## src/rtl/booth_pp_accumulator_if.sv

```systemverilog
// Operand/control bundle and product bus of the Booth partial-product accumulator.
interface booth_pp_accumulator_if;
    // Valid/ready: a transfer happens on a rising edge where valid && ready are
    // both high. The sender holds its payload stable and keeps valid high until
    // that edge. Ready is never derived combinationally from valid.
    logic        in_valid;
    logic        in_ready;
    logic [7:0]  X;
    logic [3:0]  double_X;
    logic [3:0]  invert_X;
    logic [3:0]  zero_X;
    logic [15:0] product;
    logic        out_valid;
    logic        out_ready;

    modport master (
        output in_valid, X, double_X, invert_X, zero_X, out_ready,
        input  in_ready, product, out_valid
    );

    modport slave (
        input  in_valid, X, double_X, invert_X, zero_X, out_ready,
        output in_ready, product, out_valid
    );
endinterface

```

## src/rtl/booth_pp_accumulator.sv

```systemverilog
// Sequential radix-4 Booth partial-product accumulator for an 8x8 signed multiply.
// Define BOOTH_PP_DUAL_EN to add two partial products per cycle (latency 2 instead of 4).
module booth_pp_accumulator (
    input  logic                   clk,
    input  logic                   rst,
    booth_pp_accumulator_if.slave  bus,
    output logic [1:0]             state_dbg
);
    typedef enum logic [1:0] {
        IDLE = 2'd0,
        ACC  = 2'd1,
        DONE = 2'd2
    } state_t;

    state_t      state;
    logic [7:0]  x_q;
    logic [3:0]  dbl_q;
    logic [3:0]  inv_q;
    logic [3:0]  zero_q;
    logic [15:0] acc;
    logic [15:0] acc_next;
    logic [1:0]  cnt;
    logic [1:0]  cnt_step;
    logic        last_digit;

    // Partial product of one Booth digit, already weighted by 4^digit.
    function automatic logic [15:0] shifted_pp(input logic [7:0] x, input logic dbl,
                                               input logic inv, input logic zro,
                                               input logic [1:0] digit);
        logic [15:0] xs;
        logic [15:0] m;
        logic [15:0] p;
        xs = {{8{x[7]}}, x};
        m  = dbl ? (xs << 1) : xs;
        p  = zro ? 16'h0000 : (inv ? (16'h0000 - m) : m);
        return p << {digit, 1'b0};
    endfunction

`ifdef BOOTH_PP_DUAL_EN
    logic [1:0] cnt_hi;

    always_comb begin
        cnt_hi     = cnt | 2'b01;
        acc_next   = acc
                   + shifted_pp(x_q, dbl_q[cnt], inv_q[cnt], zero_q[cnt], cnt)
                   + shifted_pp(x_q, dbl_q[cnt_hi], inv_q[cnt_hi], zero_q[cnt_hi], cnt_hi);
        cnt_step   = 2'd2;
        last_digit = (cnt == 2'd2);
    end
`else
    always_comb begin
        acc_next   = acc + shifted_pp(x_q, dbl_q[cnt], inv_q[cnt], zero_q[cnt], cnt);
        cnt_step   = 2'd1;
        last_digit = (cnt == 2'd3);
    end
`endif

    always_ff @(posedge clk) begin
        if (rst) begin
            state         <= IDLE;
            x_q           <= 8'h00;
            dbl_q         <= 4'h0;
            inv_q         <= 4'h0;
            zero_q        <= 4'h0;
            acc           <= 16'h0000;
            cnt           <= 2'd0;
            bus.product   <= 16'h0000;
            bus.out_valid <= 1'b0;
            bus.in_ready  <= 1'b1;
        end else begin
            case (state)
                IDLE: begin
                    if (bus.in_valid && bus.in_ready) begin
                        x_q          <= bus.X;
                        dbl_q        <= bus.double_X;
                        inv_q        <= bus.invert_X;
                        zero_q       <= bus.zero_X;
                        acc          <= 16'h0000;
                        cnt          <= 2'd0;
                        bus.in_ready <= 1'b0;
                        state        <= ACC;
                    end
                end
                ACC: begin
                    acc <= acc_next;
                    cnt <= cnt + cnt_step;
                    if (last_digit) begin
                        bus.product   <= acc_next;
                        bus.out_valid <= 1'b1;
                        state         <= DONE;
                    end
                end
                DONE: begin
                    // in_ready rises only after the handshake edge, never on it.
                    if (bus.out_ready) begin
                        bus.out_valid <= 1'b0;
                        bus.in_ready  <= 1'b1;
                        state         <= IDLE;
                    end
                end
                default: begin
                    bus.out_valid <= 1'b0;
                    bus.in_ready  <= 1'b1;
                    state         <= IDLE;
                end
            endcase
        end
    end

    assign state_dbg = state;
endmodule

```

## src/flat_wrapper.sv

```systemverilog
// flat-port wrapper written by rule: the top's interface ports become plain ports
module booth_pp_accumulator_flat 
  (clk, rst, state_dbg, bus_in_valid, bus_X, bus_double_X, bus_invert_X, bus_zero_X, bus_out_ready, bus_in_ready, bus_product, bus_out_valid);
  booth_pp_accumulator_if bus_i ();
  input  logic clk;
  input  logic rst;
  output logic [1:0] state_dbg;
  input wire logic [$bits(bus_i.in_valid)-1:0] bus_in_valid;
  input wire logic [$bits(bus_i.X)-1:0] bus_X;
  input wire logic [$bits(bus_i.double_X)-1:0] bus_double_X;
  input wire logic [$bits(bus_i.invert_X)-1:0] bus_invert_X;
  input wire logic [$bits(bus_i.zero_X)-1:0] bus_zero_X;
  input wire logic [$bits(bus_i.out_ready)-1:0] bus_out_ready;
  output wire logic [$bits(bus_i.in_ready)-1:0] bus_in_ready;
  output wire logic [$bits(bus_i.product)-1:0] bus_product;
  output wire logic [$bits(bus_i.out_valid)-1:0] bus_out_valid;
  assign bus_i.in_valid = bus_in_valid;
  assign bus_i.X = bus_X;
  assign bus_i.double_X = bus_double_X;
  assign bus_i.invert_X = bus_invert_X;
  assign bus_i.zero_X = bus_zero_X;
  assign bus_i.out_ready = bus_out_ready;
  assign bus_in_ready = bus_i.in_ready;
  assign bus_product = bus_i.product;
  assign bus_out_valid = bus_i.out_valid;
  booth_pp_accumulator u_core (.clk(clk), .rst(rst), .bus(bus_i), .state_dbg(state_dbg));
endmodule
```

## config.mk

```make
export PLATFORM = sky130hd
export DESIGN_NAME = booth_pp_accumulator_flat
export DESIGN_NICKNAME = d
export VERILOG_FILES = /design/src/rtl/booth_pp_accumulator_if.sv /design/src/rtl/booth_pp_accumulator.sv /design/src/flat_wrapper.sv
export SDC_FILE = /design/constraint.sdc
export NUM_CORES = 1
export LEC_CHECK = 0
export CAP_MARGIN = 20
export CORE_MARGIN = 1
export CORE_UTILIZATION = 63
export CTS_BUF_LIST = sky130_fd_sc_hd__clkbuf_4
export DETAILED_ROUTE_END_ITERATION = 10
export HOLD_SLACK_MARGIN = 0.12
export PLACE_DENSITY = 0.95
export SLEW_MARGIN = 25
export SYNTH_ARGS = -nofsm -noshare
export SYNTH_HDL_FRONTEND = slang
export SYNTH_SLANG_ARGS = --single-unit
```

## constraint.sdc

```tcl
create_clock -name clk -period 11.4 [get_ports clk]
set_input_delay 2.28 -clock clk [delete_from_list [all_inputs] [get_ports clk]]
set_output_delay 2.28 -clock clk [all_outputs]
set_load 0.02 [all_outputs]
```

==> results of run 1 <==
through the flow:
step | total power [W] | hold slack, ns | setup slack [ns]
after floorplan | 0.0003096 | 0.4357 | 7.448
after global placement | 0.0003349 | 0.4440 | 6.710
after detailed placement | 0.0003380 | 0.4503 | 6.577
after CTS | 0.0005360 | 0.4658 | 6.507
after global routing | 0.0005580 | 0.4847 | 6.036
final | 0.0005365 | 0.4612 | 6.439
per-layer routing:
| metal | track usage | vias to the layer above | share of wire |
|---|---|---|---|
| li1 | - | 1766 | - |
| met1 | 0.3831 | 1711 | 0.46 |
| met2 | 0.4939 | 114 | 0.46 |
| met3 | 0.06279 | 34 | 0.045 |
| met4 | 0.1593 | 0 | 0.037 |
| met5 | 0 | - | 0 |
how the worst max path moves through the flow:
stage | start | to | slack, ns | cells after the start
floorplan | u_core.cnt[0] | u_core.bus.product[10] | 7.45 | 15
global placement | u_core.cnt[1] | u_core.bus.product[15] | 6.71 | 17
detailed placement | u_core.cnt[1] | u_core.acc[13] | 6.58 | 15
CTS | u_core.cnt[0] | u_core.acc[13] | 6.51 | 15
global route | u_core.cnt[0] | u_core.acc[14] | 6.04 | 16
finish | u_core.cnt[0] | u_core.bus.product[13] | 6.44 | 15
state kept, by name, summed over array words and instances (netlist names):
| register | flops |
|---|---|
| u_core.bus.product | 16 |
| u_core.zero_q | 4 |
| u_core.acc | 16 |
| u_core.x_q | 8 |
| u_core.state_dbg | 2 |
| u_core.inv_q | 4 |
| u_core.bus.in_ready | 1 |
| u_core.bus.out_valid | 1 |
| u_core.cnt | 2 |
| u_core.dbl_q | 4 |
worst register-to-register path, cell delays in order (launching register included):
cell      delay, ns
dfxtp_1        0.87
mux4_2         0.73
mux2i_1        0.25
ha_1           0.25
nor3b_1        0.26
nor3b_1        0.36
o21a_1         0.16
nor2_1         0.04
o22a_1         0.23
mux2i_1        0.15
ha_1           0.32
a21oi_1        0.26
o21ai_0        0.17
nor2b_1        0.22
o21ai_0        0.23
o311ai_0       0.35
final cells by class:
class                           instances  area [um^2]
Multi-Input combinational cell        383         2352
Clock buffer                           10        75.07
Clock inverter                          6        113.9
Tap cell                               72        90.09
Fill cell                             423         1310
Inverter                                6        22.52
Timing Repair Buffer                   46        447.9
Sequential cell                        58         1162
cell usage after synthesis (all sizes together) (6+ instances only):
library cell	number
nand2	96
o21ai	20
or4	6
xor2	6
mux2i	15
mux2	7
nand4	9
buf	7
clkbuf	23
nor2	24
nor2b	7
nor3	13
xnor2	8
a21oi	60
nand3	24
a211oi	7
ha	19
dfxtp	58
nand2b	6
power groups by stage:
stage                     Combinational, W  Sequential [W]  Clock [W]
final                             0.000115        0.000222   0.000200
after CTS                         0.000113        0.000222   0.000201
after global placement            0.000109        0.000226          0
after global routing              0.000126        0.000223   0.000208
after detailed placement          0.000112        0.000226          0
after floorplan                  0.0000887        0.000221          0
cells by family after synthesis:
group,synth area share
compound gates,0.2018
xor+xnor,0.03318
fa+ha+maj,0.06974
buf+inv,0.05077
flops,0.3141
mux,0.07414
simple gates,0.2563
==> metrics.md, run 1 <==
| Metric | Value |
|---|---|
| Post-Route WL | `8987 um` |
| CTS tree | `yes` |
| Top post-synthesis cells by area | `dfxtp_1 31%, nand2_1 9.7%, a21oi_1 8.1%, ha_1 6.4%, mux2i_1 4.1%` |
| Leading area contributor after synthesis | `dfxtp_1` |
| Hold depth | `2` |
| Clock share of power | `0.372` |
| CP Data Arrival Time | `5.27 ns` |
| FF-to-FF setup slack | `6.44 ns` |
| R2R cell count | `15` |
| Die height | `78.60 um` |
| Final worst path period need | `4.961 ns` |
| Vias per inst | `6.239` |
| CP endpoint kind | `flip-flop` |
| Most frequent cells in the layout | `96 x nand2_1, 60 x a21oi_1, 57 x dfxtp_1, 42 x clkdlybuf4s50_1` |
| Finished Layout Cells | `581` |
| Logic pwr share | `0.214` |
| Gr ovfl total | `0` |
| Startpoint Class | `flip-flop` |
| Layout cells sized above 1 | `0.07269` |
| Power Density | `125.8 nW/um^2` |
| Port Buf Inserts | `43` |
| CTS H-tree depth | `3` |
| Synthesized instance count | `477` |
| Fin util | `0.7650` |
| RSZ-0062 raised after global routing | `false` |
| Nets | `548` |
| Worst Min Path Start | `u_core.bus.product[0]` |
| Relative slew slack | `0.3152` |
| Sequential group share of total power | `0.414` |
| Clock Path Buffers | `2` |
| Commonest non-fill, non-tap cell in the layout | `nand2_1` |
| Min-Delay Path Class | `flip-flop to flip-flop` |
| Worst-case vdd ir drop | `0.0001069 V` |
| Sequential share of the synthesized area | `0.3142` |
| ANT cells | `0` |
| Leakage | `1.546 nW` |
| Critical Path Fanout Max | `23` |
| Final Setup Violations | `0` |
| Initial antenna violation count | `0` |
| CORE AREA | `5574 um^2` |
| Row count | `27` |
| Post-synth top area share | `0.3142` |
| Max Slew Vio Count | `0` |
| Worst-margin pin slew | `1.027 ns` |
| Internal power | `0.0003737 W` |
| Largest net degree at the start of global routing | `60` |
| Worst R2R End | `u_core.bus.product[13]` |
| First-pass iteration count of the detailed router | `5` |
| Critical path's slowest cell | `dfxtp_1` |
| Dpl cell area | `4074 um^2` |
| TritonCTS Sinks | `58` |
| Vias in the first global route | `3286` |
| Sw Share | `0.3036` |
| Critical path, cell by cell | `mux4_2, mux2i_1, ha_1, nor3b_1, nor3b_1, o21a_1, nor2_1, o22a_1, mux2i_1, ha_1, a21oi_1, o21ai_0, nor2b_1, o21ai_0, o311ai_0` |
| TritonCTS Buffers | `9` |
| Crit path largest cell delay | `0.87 ns` |
| YS warnings | `0` |
| CTS resizes | `0` |
| Total GRT Usage | `0.3064` |
| Dpl cells | `565` |
| Final ANT Viol Nets | `0` |
| Global-route wire length before repair | `14940 um` |
| CP Buf/Inv Count | `0` |
| Status | `completed` |
| P&R area growth vs syn | `15.37%` |
| Avg Cell Area, Syn | `7.749 um^2` |
| Syn Std Cell Area | `3696 um^2` |
| Post-CTS Setup Inserts | `0` |
| Post-synthesis cell type count | `59` |
| Post-synth net total | `521` |
| Gpl congestion | `0.9189` |
| Max-Cap Viols | `0` |
| Worst endpoint required time | `11.71 ns` |
| Tcrit/Tclk final | `0.4352` |
| Final Hold Vio Count | `0` |
| Die area | `6177 um^2` |
| Die X | `78.60 um` |
| Avg WL per Cell | `15.47 um` |
| RR Startpoint | `u_core.cnt[0]` |
| FFs w/ async S/R, synth | `0` |
| Clock root buffer | `clkbuf_4` |
| Clock latency on the worst-skew pair | `0.43 ns` |
| I/O Pins | `44` |
| Crit-path leading delay family | `compound AO/OA/AOI/OAI gates` |
| Hpwl dp | `6168 um` |
| Final clock skew | `0.01414 ns` |
| Number of synthesized flops with an enable pin | `0` |
| Sw Pwr | `0.0001629 W` |
| Max Clk Rate | `0.2016 GHz` |
| Final instance area | `4264 um^2` |
| CP Class | `flip-flop to flip-flop` |
| Top FF cell, synth | `dfxtp_1` |
| Hold Path Sink | `u_core.bus.product[0]` |
| DR iter-0 viols | `311` |
| DRC | `0` |
| #FFs+latches synth | `58` |
| Clk pin slew, worst setup/hold paths | `0.11 ns` |
| Hold buffer count at CTS | `0` |
| Starting Density | `0.6631` |
| Vias | `3625` |
| Setup_tns | `0 ns` |
Power figures use the tool's default switching activity.
==> inputs of run 2 (changes only) <==
--- a/config.mk
+++ b/config.mk
@@ -7,11 +7,11 @@
 export LEC_CHECK = 0
 export CAP_MARGIN = 20
 export CORE_MARGIN = 1
-export CORE_UTILIZATION = 63
+export CORE_UTILIZATION = 58
 export CTS_BUF_LIST = sky130_fd_sc_hd__clkbuf_4
 export DETAILED_ROUTE_END_ITERATION = 10
 export HOLD_SLACK_MARGIN = 0.12
-export PLACE_DENSITY = 0.95
+export PLACE_DENSITY = 0.89
 export SLEW_MARGIN = 25
 export SYNTH_ARGS = -nofsm -noshare
 export SYNTH_HDL_FRONTEND = slang
==> constraint.sdc (replaced) <==
create_clock -name clk -period 5.1 [get_ports clk]
set_input_delay 1.02 -clock clk [delete_from_list [all_inputs] [get_ports clk]]
set_output_delay 1.02 -clock clk [all_outputs]
set_load 0.02 [all_outputs]
==> run 2 against run 1 <==
  * First-iteration DRC count increased by 7.4%
  * Highest routed layer unchanged
  * Critical endpoint is now u_core.bus.product[10]
  * Die area increased by 8.4%
  * Via count decreased by 0.63%
  * Clock power increased by 40%
  * Global-route usage decreased by 0.88 points
  * Count of clock-buffer cells in the layout increased by 1
  * Register-to-register slack got worse by 5.9 ns
  * Routed wire length decreased by 0.59%
  * Utilization decreased by 6.7 points
  * Setup slack got worse by 5.9 ns
  * Sequential power increased by 120%
==> metrics.md, run 2 (synthesis results as in run 1) <==
| Metric | Value |
|---|---|
| Worst endpoint required time | `5.46 ns (was 11.71 ns)` |
| Starting Density | `0.6134 (was 0.6631)` |
| Max-Cap Viols | `0 (unchanged)` |
| Critical Path Fanout Max | `9 (was 23)` |
| Relative slew slack | `0.3204 (was 0.3152)` |
| Worst R2R End | `u_core.bus.product[10] (was u_core.bus.product[13])` |
| Worst-case vdd ir drop | `0.0002283 V (was 0.0001069 V)` |
| CTS resizes | `0 (unchanged)` |
| Hold Path Sink | `u_core.bus.product[0] (unchanged)` |
| Port Buf Inserts | `43 (unchanged)` |
| Global-route wire length before repair | `15260 um (was 14940 um)` |
| Clock Path Buffers | `2 (unchanged)` |
| Commonest non-fill, non-tap cell in the layout | `nand2_1 (unchanged)` |
| Biggest regs | `u_core.acc x16, u_core.bus.product x16, u_core.x_q x8 (unchanged)` |
| CP endpoint kind | `flip-flop (unchanged)` |
| Hold_ws | `0.4623 ns (was 0.4612 ns)` |
| Tcrit/Tclk final | `0.8895 (was 0.4352)` |
| DR iter-0 viols | `334 (was 311)` |
| Gr ovfl total | `0 (unchanged)` |
| Final Setup Violations | `0 (unchanged)` |
| Clk pin slew, worst setup/hold paths | `0.10 ns (was 0.11 ns)` |
| Hold buffer count at CTS | `0 (unchanged)` |
| Setup_tns | `0 ns (unchanged)` |
| Largest net degree at the start of global routing | `60 (unchanged)` |
| Die X | `81.83 um (was 78.60 um)` |
| TritonCTS Buffers | `9 (unchanged)` |
| Status | `completed (unchanged)` |
| Hpwl dp | `6250 um (was 6168 um)` |
| Vias | `3602 (was 3625)` |
| RSZ-0062 raised after global routing | `false (unchanged)` |
| R2R cell count | `13 (was 15)` |
| Final clock skew | `0.01736 ns (was 0.01414 ns)` |
| Final worst path period need | `4.537 ns (was 4.961 ns)` |
| Most frequent cells in the layout | `96 x nand2_1, 60 x a21oi_1, 58 x dfxtp_1, 42 x clkdlybuf4s50_1 (was 96 x nand2_1, 60 x a21oi_1, 57 x dfxtp_1, 42 x clkdlybuf4s50_1)` |
| Vias per inst | `6.147 (was 6.239)` |
| Die area | `6695 um^2 (was 6177 um^2)` |
| Power Density | `245.8 nW/um^2 (was 125.8 nW/um^2)` |
| Worst Min Path Start | `u_core.bus.product[0] (unchanged)` |
| P&R area growth vs syn | `13.78% (was 15.37%)` |
| Total GRT Usage | `0.2976 (was 0.3064)` |
| CP Class | `flip-flop to flip-flop (unchanged)` |
| Post-CTS Setup Inserts | `0 (unchanged)` |
| Hold depth | `2 (unchanged)` |
| Max Clk Rate | `0.2204 GHz (was 0.2016 GHz)` |
| I/O Pins | `44 (unchanged)` |
| ANT cells | `0 (unchanged)` |
| Startpoint Class | `flip-flop (unchanged)` |
| Avg WL per Cell | `15.25 um (was 15.47 um)` |
| Clock latency on the worst-skew pair | `0.42 ns (was 0.43 ns)` |
| Vias in the first global route | `3301 (was 3286)` |
| CP Data Arrival Time | `4.90 ns (was 5.27 ns)` |
| RR Startpoint | `u_core.cnt[0] (unchanged)` |
| Initial antenna violation count | `0 (unchanged)` |
| Leakage | `1.525 nW (was 1.546 nW)` |
| Max Slew Vio Count | `0 (unchanged)` |
| Layout cells sized above 1 | `0.07045 (was 0.07269)` |
| Die height | `81.83 um (was 78.60 um)` |
| Final Hold Vio Count | `0 (unchanged)` |
| DRC | `0 (unchanged)` |
| CORE AREA | `6026 um^2 (was 5574 um^2)` |
| Post-Route WL | `8934 um (was 8987 um)` |
| TritonCTS Sinks | `58 (unchanged)` |
| Nets | `551 (was 548)` |
| First-pass iteration count of the detailed router | `7 (was 5)` |
| CTS tree | `yes (unchanged)` |
| Min-Delay Path Class | `flip-flop to flip-flop (unchanged)` |
| Worst-margin pin slew | `1.019 ns (was 1.027 ns)` |
| Final ANT Viol Nets | `0 (unchanged)` |
| Row count | `28 (was 27)` |
| Gpl congestion | `0.9779 (was 0.9189)` |
| Fin util | `0.6979 (was 0.7650)` |
| FF-to-FF setup slack | `0.56 ns (was 6.44 ns)` |
| Clock root buffer | `clkbuf_4 (unchanged)` |
| CTS H-tree depth | `3 (unchanged)` |
## run 2: cell types whose count changed in the layout (fill, tap and decap cells not counted), sizes merged
cell	change
bufinv	-3
inv	-1
buf	+3
clkbuf	+1
clkinv	+3
clkinvlp	-1
## run 2: per-layer routing
metal / routed length [um] / share of wire / GRT usage / vias to the layer above
li1: - / - / - / 1781
met1: 4095 / 0.46 / 0.3963 / 1688
met2: 4158 / 0.47 / 0.4653 / 109
met3: 400 / 0.045 / 0.04222 / 24
met4: 280 / 0.031 / 0.1544 / 0
met5: 0 / 0 / 0 / -
## run 2: how the worst max path moves through the flow
stage | cells after the start | slack (ns) | endpoint | startpoint
after floorplan | 15 | 1.15 | u_core.bus.product[10] | u_core.cnt[0]
after global placement | 13 | 0.85 | u_core.bus.product[10] | u_core.cnt[0]
after detailed placement | 13 | 0.73 | u_core.bus.product[10] | u_core.cnt[0]
after CTS | 13 | 0.62 | u_core.bus.product[10] | u_core.cnt[0]
after global routing | 14 | 0.21 | u_core.bus.product[10] | u_core.cnt[1]
final | 13 | 0.56 | u_core.bus.product[10] | u_core.cnt[0]
## run 2: power breakdown
part,total (W),internal [W],switching [W]
combinational,0.000264,0.000110,0.000154
clock,0.000281,0.000105,0.000176
sequential,0.000489,0.000471,0.0000183
total,0.00103,0.000686,0.000348
## run 2: area by class of cell
class,instances,area (um^2)
multi-input cells,383,2352
clock buffers,11,82.58
repair buffers,49,473.0
flip-flops and latches,58,1161
well taps,75,93.84
clock inverters,4,20.02
fillers,511,1821
inverters,6,22.52
## run 2: worst max-delay path, stage by stage, from the launching register on
cell and delay, ns:
dfxtp_1 0.36, mux4_2 0.63, mux2i_1 0.18, ha_1 0.29, o211ai_1 0.13, or3_1 0.38
fa_1 0.47, nor2b_1 0.18, o21a_1 0.21, o21ai_0 0.11, a211oi_1 0.64, a311oi_1 0.28
or4_1 0.53, nand3_1 0.09
## run 2: metrics by stage
stage / setup slack [ns] / power [W] / cell area [um^2] / std cells
CTS: 0.6171 / 0.001032 / 4203 / 586
floorplan: 1.148 / 0.0006920 / 3696 / 477
finish: 0.5634 / 0.001034 / 4205 / 586
global placement: 0.8475 / 0.0007493 / 4100 / 571
global route: 0.2077 / 0.001085 / 4205 / 586
detailed placement: 0.7299 / 0.0007564 / 4100 / 571
==> inputs of run 3 (changes only) <==
--- a/config.mk
+++ b/config.mk
@@ -7,11 +7,12 @@
 export LEC_CHECK = 0
 export CAP_MARGIN = 20
 export CORE_MARGIN = 1
-export CORE_UTILIZATION = 58
+export CORE_UTILIZATION = 65
 export CTS_BUF_LIST = sky130_fd_sc_hd__clkbuf_4
 export DETAILED_ROUTE_END_ITERATION = 10
+export DONT_BUFFER_PORTS = 1
 export HOLD_SLACK_MARGIN = 0.12
-export PLACE_DENSITY = 0.89
+export PLACE_DENSITY = 0.88
 export SLEW_MARGIN = 25
 export SYNTH_ARGS = -nofsm -noshare
 export SYNTH_HDL_FRONTEND = slang
==> run 3 against run 2 <==
  * Sequential cell count unchanged
  * Via count fell by 3.9%
  * Clock power up 37%
  * Critical endpoint unchanged
==> metrics.md, run 3 (synthesis results as in run 1) <==
| Metric | Value |
|---|---|
| Area of the multi-input gates | `2355 um^2 (was 2352 um^2)` |
| CP Class | `flip-flop to flip-flop (unchanged)` |
| Vias per inst | `6.411 (was 6.147)` |
| Starting Density | `0.6712 (was 0.6134)` |
| Worst endpoint required time | `5.47 ns (was 5.46 ns)` |
| Port Buf Inserts | `0 (was 43)` |
| RR Startpoint | `u_core.cnt[1] (was u_core.cnt[0])` |
| TritonCTS Sinks | `58 (unchanged)` |
| Crit path largest cell delay | `0.57 ns (was 0.64 ns)` |
| Clock root buffer | `clkbuf_4 (unchanged)` |
| Die X | `77.41 um (was 81.83 um)` |
| Critical path, cell by cell | `mux2i_1, mux2_2, nand2_1, ha_1, o211ai_1, or3_1, fa_1, nor2b_1, o21a_1, o21ai_0, a211oi_1, a311oi_1, or4_1, nand3_1 (was mux4_2, mux2i_1, ha_1, o211ai_1, or3_1, fa_1, nor2b_1, o21a_1, o21ai_0, a211oi_1, a311oi_1, or4_1, nand3_1)` |
| Max-Cap Viols | `0 (unchanged)` |
| Max Slew Vio Count | `0 (unchanged)` |
| Final clock skew | `0.02048 ns (was 0.01736 ns)` |
| Row count | `27 (was 28)` |
| FF-to-FF setup slack | `0.73 ns (was 0.56 ns)` |
| Max Clk Rate | `0.2287 GHz (was 0.2204 GHz)` |
| Most frequent cells in the layout | `96 x nand2_1, 60 x a21oi_1, 58 x dfxtp_1, 24 x nand3_1, 24 x nor2_1 (was 96 x nand2_1, 60 x a21oi_1, 58 x dfxtp_1, 42 x clkdlybuf4s50_1)` |
| Avg WL per Cell | `16.28 um (was 15.25 um)` |
| Layout cells sized above 1 | `0.08120 (was 0.07045)` |
| Setup_tns | `0 ns (unchanged)` |
| Gpl congestion | `0.9157 (was 0.9779)` |
| Min-Delay Path Class | `flip-flop to flip-flop (unchanged)` |
| Worst-margin pin slew | `0.7559 ns (was 1.019 ns)` |
| Final Setup Violations | `0 (unchanged)` |
| RSZ-0062 raised after global routing | `false (unchanged)` |
| Fin util | `0.6951 (was 0.6979)` |
| Final Hold Vio Count | `0 (unchanged)` |
| Final ANT Viol Nets | `0 (unchanged)` |
| CP Data Arrival Time | `4.74 ns (was 4.90 ns)` |
| Critical path's slowest cell | `a211oi_1 (unchanged)` |
| Hold buffer count at CTS | `0 (unchanged)` |
| CP Buf/Inv Count | `0 (unchanged)` |
| Fill cells | `457 (was 511)` |
| Leakage | `1.395 nW (was 1.525 nW)` |
| Biggest regs | `u_core.acc x16, u_core.bus.product x16, u_core.x_q x8 (unchanged)` |
| R2R cell count | `14 (was 13)` |
| Clk pin slew, worst setup/hold paths | `0.11 ns (was 0.10 ns)` |
| Nets | `507 (was 551)` |
| Commonest non-fill, non-tap cell in the layout | `nand2_1 (unchanged)` |
| Post-CTS Setup Inserts | `0 (unchanged)` |
| Relative slew slack | `0.4948 (was 0.3204)` |
| Tcrit/Tclk final | `0.8575 (was 0.8895)` |
| CTS resizes | `0 (unchanged)` |
| First-pass iteration count of the detailed router | `5 (was 7)` |
| Worst-case vdd ir drop | `0.0002432 V (was 0.0002283 V)` |
| ANT cells | `0 (unchanged)` |
| Worst R2R End | `u_core.bus.product[10] (unchanged)` |
| Power Density | `290.6 nW/um^2 (was 245.8 nW/um^2)` |
| Startpoint Class | `flip-flop (unchanged)` |
| Final worst path period need | `4.373 ns (was 4.537 ns)` |
| Vias in the first global route | `3377 (was 3301)` |
| CORE AREA | `5507 um^2 (was 6026 um^2)` |
| Gr ovfl total | `0 (unchanged)` |
| TritonCTS Buffers | `9 (unchanged)` |
| Setup slack after layout | `0.7267 ns (was 0.5634 ns)` |
| CTS tree | `yes (unchanged)` |
| Hold depth | `2 (unchanged)` |
| DR iter-0 viols | `283 (was 334)` |
| Pre-CTS setup slack | `0.7995 ns (was 0.7299 ns)` |
| Critical Path Fanout Max | `9 (unchanged)` |
| CP endpoint kind | `flip-flop (unchanged)` |
| P&R area growth vs syn | `3.554% (was 13.78%)` |
| Worst Min Path Start | `u_core.acc[9] (was u_core.bus.product[0])` |
| Clock latency on the worst-skew pair | `0.42 ns (about the same)` |
| I/O Pins | `44 (unchanged)` |
| Die height | `77.41 um (was 81.83 um)` |
| CTS H-tree depth | `3 (unchanged)` |
| Vias | `3462 (was 3602)` |
| Hpwl dp | `6155 um (was 6250 um)` |
| Hold_ws | `0.4789 ns (was 0.4623 ns)` |
| Largest net degree at the start of global routing | `60 (unchanged)` |
| Crit-path leading delay family | `simple AND/OR/NAND/NOR gates (was compound AO/OA/AOI/OAI gates)` |
| Post-Route WL | `8790 um (was 8934 um)` |
| Clock Path Buffers | `2 (unchanged)` |
| Initial antenna violation count | `0 (unchanged)` |
| Status | `completed (unchanged)` |
| Total GRT Usage | `0.3229 (was 0.2976)` |
| Hold Path Sink | `u_core.acc[9] (was u_core.bus.product[0])` |
| Global-route wire length before repair | `15390 um (was 15260 um)` |
| DRC | `0 (unchanged)` |
| Register Area | `1161 um^2 (unchanged)` |
| Die area | `5992 um^2 (was 6695 um^2)` |
==> run 3: changes by cell type in the layout (fill, tap and decap cells not counted) <==
| cell | change |
|---|---|
| clkinv_2 | +1 |
| bufinv_16 | +2 |
| nand2b_2 | +1 |
| clkinv_1 | -2 |
| clkdlybuf4s50_1 | -42 |
| clkinvlp_4 | -1 |
| buf_4 | -2 |
| nand2b_1 | -1 |
| clkinv_4 | +1 |
==> run 3: layer usage <==
metal | wire length, um | up-vias | GRT usage | part of all wire
li1 | - | 1697 | - | -
met5 | 0 | - | 0 | 0
met3 | 497 | 22 | 0.07647 | 0.057
met2 | 4180 | 100 | 0.5292 | 0.48
met1 | 3903 | 1643 | 0.4024 | 0.44
met4 | 209 | 0 | 0.1415 | 0.024
==> run 3: through the flow <==
stage               total power, W  instances  area (um^2)
global placement         0.0007236        524         3664
finish                    0.001112        540         3827
detailed placement       0.0007318        524         3664
global route              0.001169        540         3827
floorplan                0.0006920        477         3696
CTS                       0.001113        540         3825
==> run 3: area by class of cell <==
| cell class | count | area share |
|---|---|---|
| Clock buffer | 11 | 0.02158 |
| Clock inverter | 5 | 0.02059 |
| Inverter | 6 | 0.005884 |
| Multi-Input combinational cell | 383 | 0.6152 |
| Sequential cell | 58 | 0.3034 |
| Tap cell | 72 | 0.02354 |
| Timing Repair Buffer | 5 | 0.009807 |
==> run 3: worst min-delay path, cell delays in order (launching register included) <==
cell	delay, ns
dfxtp_1	0.33
nand3_1	0.06
a21oi_1	0.06
==> run 3: power breakdown <==
part	internal, W	switching, W	total, W
registers	0.000471	0.0000220	0.000493
clock network	0.000209	0.000175	0.000384
logic	0.0000928	0.000143	0.000235
total	0.000773	0.000339	0.00111
==> run 3: worst max-delay path by stage <==
stage	start	to	slack, ns	cells after the start
global route	u_core.cnt[1]	u_core.bus.product[10]	0.42	14
floorplan	u_core.cnt[0]	u_core.bus.product[10]	1.15	15
CTS	u_core.cnt[1]	u_core.bus.product[10]	0.77	14
finish	u_core.cnt[1]	u_core.bus.product[10]	0.73	14
global placement	u_core.cnt[0]	u_core.bus.product[10]	0.89	13
detailed placement	u_core.cnt[1]	u_core.bus.product[10]	0.80	14
